==> src/rtl/timex_port_sequencer_pkg.sv <==
// Shared constants for the Timex-style port/paging sequencer: FSM states,
// decoded bus addresses and ROM/RAM A[15:13] window codes.
package timex_port_sequencer_pkg;

  typedef enum logic [2:0] {
    ST_IDLE      = 3'd0,
    ST_WR_STROBE = 3'd1,
    ST_WR_HOLD   = 3'd2,
    ST_RD_ACTIVE = 3'd3,
    ST_WAIT_END  = 3'd4
  } port_state_t;

  localparam logic [7:0]  PORT_ADDR     = 8'hEF;
  localparam logic [15:0] PAGE_IN_ADDR0 = 16'h0000;
  localparam logic [15:0] PAGE_IN_ADDR1 = 16'h0008;
  localparam logic [15:0] PAGE_OUT_ADDR = 16'h0604;
  localparam logic [2:0]  ROM_A_CODE    = 3'b000;
  localparam logic [2:0]  RAM_A_CODE    = 3'b001;

  function automatic logic is_page_in_addr(input logic [15:0] a);
    return (a == PAGE_IN_ADDR0) || (a == PAGE_IN_ADDR1);
  endfunction

endpackage

==> src/rtl/timex_port_sequencer_strobe_sync.sv <==
// Multi-flop synchroniser for one active-low Z80 strobe; resets to the
// inactive (high) level.
module strobe_sync #(
  parameter int unsigned STAGES = 2
) (
  input  logic i_clk,
  input  logic i_rst,
  input  logic i_d,
  output logic o_q
);

  logic [STAGES-1:0] r_sync;

  always_ff @(posedge i_clk or posedge i_rst) begin
    if (i_rst) r_sync <= '1;
    else       r_sync <= {r_sync[STAGES-2:0], i_d};
  end

  assign o_q = r_sync[STAGES-1];

endmodule

==> src/rtl/timex_port_sequencer.sv <==
// Port 0xEF latch/buffer sequencer with nWAIT stretching, plus ROM paging
// triggered by fetches at 0x0000/0x0008 and released by a read at 0x0604.
module timex_port_sequencer
  import timex_port_sequencer_pkg::*;
#(
  parameter int unsigned STROBE_CYCLES = 4,
  parameter int unsigned SYNC_STAGES   = 2
) (
  input  logic        CLK,
  input  logic        RST,
  input  logic [15:0] A,
  input  logic        nIORQ,
  input  logic        nMREQ,
  input  logic        nRD,
  input  logic        nWR,
  input  logic        nM1,
  output logic        nZX_ROMCS,
  output logic        nROM_CS,
  output logic        nRAM_CS,
  output logic        LS273,
  output logic        nLS244,
  output logic        nWAIT,
  output logic        paged
);

  localparam logic [3:0] STROBE_LOAD = 4'(STROBE_CYCLES);
  localparam logic [2:0] FLUSH_DONE  = 3'(SYNC_STAGES + 1);

  logic w_iorq_s, w_mreq_s, w_rd_s, w_wr_s, w_m1_s;

  strobe_sync #(.STAGES(SYNC_STAGES)) u_sync_iorq (.i_clk(CLK), .i_rst(RST), .i_d(nIORQ), .o_q(w_iorq_s));
  strobe_sync #(.STAGES(SYNC_STAGES)) u_sync_mreq (.i_clk(CLK), .i_rst(RST), .i_d(nMREQ), .o_q(w_mreq_s));
  strobe_sync #(.STAGES(SYNC_STAGES)) u_sync_rd   (.i_clk(CLK), .i_rst(RST), .i_d(nRD),   .o_q(w_rd_s));
  strobe_sync #(.STAGES(SYNC_STAGES)) u_sync_wr   (.i_clk(CLK), .i_rst(RST), .i_d(nWR),   .o_q(w_wr_s));
  strobe_sync #(.STAGES(SYNC_STAGES)) u_sync_m1   (.i_clk(CLK), .i_rst(RST), .i_d(nM1),   .o_q(w_m1_s));

  logic       r_iorq_d, r_mreq_d;
  logic [2:0] r_flush;
  logic       w_live;

  // Edges are ignored until the synchronisers hold real bus samples, so a
  // strobe still low when reset releases does not restart a transaction.
  always_ff @(posedge CLK or posedge RST) begin
    if (RST) begin
      r_iorq_d <= 1'b1;
      r_mreq_d <= 1'b1;
      r_flush  <= '0;
    end else begin
      r_iorq_d <= w_iorq_s;
      r_mreq_d <= w_mreq_s;
      if (r_flush != FLUSH_DONE) r_flush <= r_flush + 3'd1;
    end
  end

  assign w_live = (r_flush == FLUSH_DONE);

  logic w_iorq_fall, w_mreq_fall, w_mreq_rise, w_port_hit;
  logic w_cand_in, w_cand_out;

  assign w_iorq_fall = w_live & r_iorq_d & ~w_iorq_s;
  assign w_mreq_fall = w_live & r_mreq_d & ~w_mreq_s;
  assign w_mreq_rise = w_live & ~r_mreq_d & w_mreq_s;
  assign w_port_hit  = w_iorq_fall & (A[7:0] == PORT_ADDR) & w_m1_s;
  assign w_cand_in   = ~w_m1_s & ~w_rd_s & is_page_in_addr(A);
  assign w_cand_out  = ~w_rd_s & (A == PAGE_OUT_ADDR);

  port_state_t r_state;
  logic [3:0]  r_cnt;
  logic        r_ls273, r_nls244, r_nwait;

  always_ff @(posedge CLK or posedge RST) begin
    if (RST) begin
      r_state  <= ST_IDLE;
      r_cnt    <= '0;
      r_ls273  <= 1'b0;
      r_nls244 <= 1'b1;
      r_nwait  <= 1'b1;
    end else begin
      case (r_state)
        ST_IDLE: begin
          if (w_port_hit) begin
            if (!w_rd_s && !w_wr_s) begin
              r_state <= ST_WAIT_END;
            end else if (!w_wr_s) begin
              r_state <= ST_WR_STROBE;
              r_cnt   <= STROBE_LOAD;
              r_ls273 <= 1'b1;
              r_nwait <= 1'b0;
            end else if (!w_rd_s) begin
              r_state  <= ST_RD_ACTIVE;
              r_nls244 <= 1'b0;
            end
          end
        end
        ST_WR_STROBE: begin
          if (r_cnt <= 4'd1) begin
            r_cnt   <= '0;
            r_ls273 <= 1'b0;
            r_nwait <= 1'b1;
            r_state <= ST_WR_HOLD;
          end else begin
            r_cnt <= r_cnt - 4'd1;
          end
        end
        ST_WR_HOLD: begin
          if (w_iorq_s) r_state <= ST_IDLE;
        end
        ST_RD_ACTIVE: begin
          if (w_rd_s || w_iorq_s) begin
            r_nls244 <= 1'b1;
            r_state  <= ST_IDLE;
          end
        end
        ST_WAIT_END: begin
          if (w_iorq_s) r_state <= ST_IDLE;
        end
        default: begin
          r_state  <= ST_IDLE;
          r_ls273  <= 1'b0;
          r_nls244 <= 1'b1;
          r_nwait  <= 1'b1;
        end
      endcase
    end
  end

  logic r_pend_in, r_pend_out, r_paged;

  // Candidate captured at the MREQ fall, committed at its rise so the
  // triggering fetch still completes from the previously selected ROM.
  always_ff @(posedge CLK or posedge RST) begin
    if (RST) begin
      r_pend_in  <= 1'b0;
      r_pend_out <= 1'b0;
      r_paged    <= 1'b0;
    end else if (w_mreq_fall) begin
      r_pend_in  <= w_cand_in;
      r_pend_out <= w_cand_out;
    end else if (w_mreq_rise) begin
      if (r_pend_in)       r_paged <= 1'b1;
      else if (r_pend_out) r_paged <= 1'b0;
      r_pend_in  <= 1'b0;
      r_pend_out <= 1'b0;
    end
  end

  assign LS273     = r_ls273;
  assign nLS244    = r_nls244;
  assign nWAIT     = r_nwait;
  assign paged     = r_paged;
  assign nZX_ROMCS = r_paged;
  assign nROM_CS   = ~(r_paged & ~nMREQ & (A[15:13] == ROM_A_CODE));
  assign nRAM_CS   = ~(r_paged & ~nMREQ & (A[15:13] == RAM_A_CODE));

endmodule
==> config.mk <==
export PLATFORM = sky130hd
export DESIGN_NAME = timex_port_sequencer
export DESIGN_NICKNAME = d
export VERILOG_FILES = /design/src/rtl/timex_port_sequencer_pkg.sv /design/src/rtl/timex_port_sequencer_strobe_sync.sv /design/src/rtl/timex_port_sequencer.sv
export SDC_FILE = /design/constraint.sdc
export NUM_CORES = 1
export LEC_CHECK = 0
export CAP_MARGIN = 20
export CORE_AREA = 2 2 55 57
export CTS_BUF_LIST = sky130_fd_sc_hd__clkbuf_4
export CTS_CLUSTER_SIZE = 8
export DETAILED_ROUTE_END_ITERATION = 16
export DIE_AREA = 0 0 57 59
export GPL_TIMING_DRIVEN = 0
export PLACE_DENSITY = 0.78
export SLEW_MARGIN = 20
export SYNTH_ARGS = -nofsm -noshare
export SYNTH_HDL_FRONTEND = slang
export SYNTH_HIERARCHICAL = 1
export SYNTH_SLANG_ARGS = --single-unit
==> constraint.sdc <==
create_clock -name CLK -period 2.35 [get_ports CLK]
set_clock_uncertainty 0.15 [all_clocks]
set_input_delay 0.47 -clock CLK [delete_from_list [all_inputs] [get_ports CLK]]
set_output_delay 0.47 -clock CLK [all_outputs]
set_load 0.05 [all_outputs]
==> results.yml <==
cts:
  hold_buffers: 0
  cts_htree_levels: 1
  cts-root-to-sink-buffers: 2
  clock_tree.root_cell: "clkbuf_4"
  post-cts-setup-buffer-count: 0
  cts_resized: 7
  cts_tree: "yes"
  clock_latency_reported_for_the_late_side_of_the_worst_skew_pair_ns: 0.33
  path_clk_slew_ns: 0.14
  numClockSinks: 28
  numCtsBuffers: 3
synth:
  post_synth_main_area_contributors: "dfstp_2, dfrtp_1, ha_1, inv_1, nand2_1"
  synth.ff_latch_count: 28
  synth.top_cell.area_share_pct: 27.0
  syn-cell-area_um2: 1360
  mappedNetlistNets: 146
  ys_seq_area_share_pct: 52.7
  postSynthAreaPerCell_um2: 11.5
  ys_types: 47
  synthDominantAreaCellType: "dfstp_2"
  synthesis.yosys.warnings: 6
  number_of_standard_cells_after_synthesis: 119
floorplan:
  std_cell_rows: 19
  start_util_pct: 50.3
  fp.coreArea_um2: 2710
  die_h_um: 59
  floorplan.die_area_um2: 3360
  dieWidth_um: 57
  top_level_ports: 30
timing:
  layout_worst_path_cycle_share_pct: 97.3
  finalHoldViolations: 0
  final-max-slew-violation-count: 0
  timing_limited_maximum_frequency_mhz: 437
  worst_hold_slack_ns: 0.215
  setup_repair_after_global_routing_missed_its_margin: "no"
  worst_pin_slew_ns: 0.723
  final_critical_path_required_period_ns: 2.29
  setup_viol: 0
  max-slew-margin-rel_pct: 51.4
worst_setup_path:
  rr_endpoint: "r_state[1]"
  setup.worst_path.class: "flip-flop to output port"
  critical_path_required_ns: 1.73
  rr_worst_depth: 6
  reg2reg_slack_ns: 0.25
  cp_data_arrival_time_ns: 1.67
  timing.critical_path.from_type: "flip-flop"
  critPathCaptureType: "output port"
  critPathMaxFanout: 4
  worstReg2RegStart: "r_cnt[0]"
route:
  first_iteration_detailed_routing_drc_count: 21
  drc_markers: 0
  wl_mm: 2.55
  num_vias: 1008
  drtAntennaViolNets: 0
  1st_pass_router_iterations: 4
  routedWlPerCell_um: 13.9
  route.detailed.vias_per_inst: 5.51
run:
  max_cap_violations: 0
global_routing:
  tot_gr_track_use_pct: 17.8
  grt_pass1_wl_mm: 4.48
  grt.met1_usage_pct: 20.8
  grt.busiest_layer: "met2"
  grt_pass1_vias: 1050
  grt_overflow_total: 0
  grt.met2_usage_pct: 30.7
  grt_start_max_net_pins: 19
  grt_util_met3_pct: 3.93
  grt_antenna_before_repair: 0
cells_and_area:
  diodes: 0
  finish.net_count: 180
  flow.area_growth_from_synthesis_pct: 26.4
  layout-drive-gt1-share_pct: 24.3
  nFillCells: 225
power_and_ir_drop:
  pwr_density_cell_nw_per_um2: 550
  vdd_ir_drop_max_v: 0.000450
  p_total_uw: 947
  power.static_leakage_uw: 0.000746
min_path:
  timing.hold.worst_endpoint: "u_sync_rd/r_sync[1]"
  worstHoldStart: "u_sync_rd/r_sync[0]"
  min_path_cells: 0
  hold_class: "flip-flop to flip-flop"
place:
  io_buffer_count: 29
  detailed_placement_wirelength_estimate_mm: 2.05
  globalplace.congestion: 0.863
outcome:
  run_status: "finished clean"
## routing by layer
layer  up-vias  wire (um)
met4         0         59
met3         4        106
met1       489       1090
met5         -          0
li1        495          -
met2        20       1300
## synthesized netlist by cell type, drive strengths merged
| master | count |
|---|---|
| o31ai | 1 |
| nor3b | 2 |
| o32ai | 1 |
| mux2 | 2 |
| and4bb | 1 |
| a21o | 1 |
| o41ai | 1 |
| and3b | 2 |
| dfstp | 14 |
| a21boi | 1 |
| nor4b | 3 |
| clkbuf | 1 |
| nand2b | 2 |
| nor2b | 2 |
| and4 | 2 |
| or4 | 1 |
| xnor2 | 2 |
| xor2 | 1 |
| nand4 | 3 |
| buf | 5 |
| dfrtp | 14 |
| nor4 | 4 |
| mux2i | 1 |
| nand3 | 2 |
| o311ai | 1 |
| a22o | 3 |
| a211o | 1 |
| o22ai | 3 |
| inv | 12 |
| nand4b | 1 |
| or2 | 2 |
| nand2 | 10 |
| a21oi | 1 |
| nor3 | 3 |
| nor2 | 3 |
| ha | 4 |
| o21ai | 4 |
| a22oi | 2 |
## cells in the final DEF (no fill, tap or decap), types with 2 or more instances in the layout
master,synthesis,routed
clkdlybuf4s50_1,0,25
nand2b_1,2,2
nor4_1,4,4
buf_6,2,2
ha_1,4,4
xnor2_1,2,2
nand2_1,10,10
nor3_1,3,3
o22ai_1,3,3
a22oi_1,2,2
dfstp_2,14,14
o21ai_0,4,4
nand4_1,3,3
nor2_1,3,3
buf_2,2,4
a22o_1,2,2
clkbuf_4,0,4
dfrtp_1,14,14
nor4b_1,3,2
inv_1,12,12
and4_1,2,2
dlymetal6s2s_1,0,2
## final cells by class
type | count | area (um2) | area share (%)
timing repair buffer | 29 | 285 | 16.6
tap | 31 | 38.8 | 2.25
clock buffer | 4 | 30.0 | 1.74
buffer | 6 | 45.0 | 2.61
multi-input combinational | 73 | 561 | 32.5
inverter | 12 | 45.0 | 2.61
sequential | 28 | 718 | 41.7
## state kept, by name, indices dropped and copies added (netlist names), 2 cells and up
signal and flops:
r_state 3, u_sync_iorq/r_sync 2, u_sync_rd/r_sync 2, u_sync_mreq/r_sync 2, u_sync_wr/r_sync 2, r_cnt 4, u_sync_m1/r_sync 2, r_flush 3
## logic make-up after synthesis
group                      synth area share (%)
and+or+nand+nor                            20.5
buffers and inverters                      6.61
muxes                                      2.66
xor gates and xnor gates                   1.93
adders and majority gates                  3.67
DFF                                        52.7
AOI/OAI and AO/OA                          11.9
## where the power goes
part	switching [uW]	total [uW]	internal, uW
Combinational	89.5	183	93.3
Sequential	31.4	555	523
Clock	132	210	78.3
## worst max-delay path, stage by stage (launching register included)
cell,delay (ns)
dfrtp_1,0.43
buf_4,0.13
clkdlybuf4s50_1,0.78
## worst max path at each step
stage | startpoint | end | slack, ns | depth (start not counted)
floorplan | nZX_ROMCS | nROM_CS | 0.38 | 2
global placement | nMREQ | nROM_CS | -0.35 | 4
detailed placement | nMREQ | nRAM_CS | -0.45 | 4
CTS | nMREQ | nRAM_CS | 0.009 | 4
global route | nZX_ROMCS | paged | 0.02 | 2
finish | nZX_ROMCS | paged | 0.06 | 2
## metrics by stage
step	instances	instance area (um2)	utilization, %	setup TNS (ns)	worst slack [ns]
2_1_floorplan	119	1360	-	0	0.381
3_3_place_gp	179	1690	62.4	-0.694	-0.347
3_5_place_dp	179	1690	62.4	-0.870	-0.449
4_1_cts	183	1730	63.9	0	0.00861
5_1_grt	183	1720	63.6	0	0.0164
6_report	183	1720	63.6	0	0.0632
(Power assumes the default switching activity.)
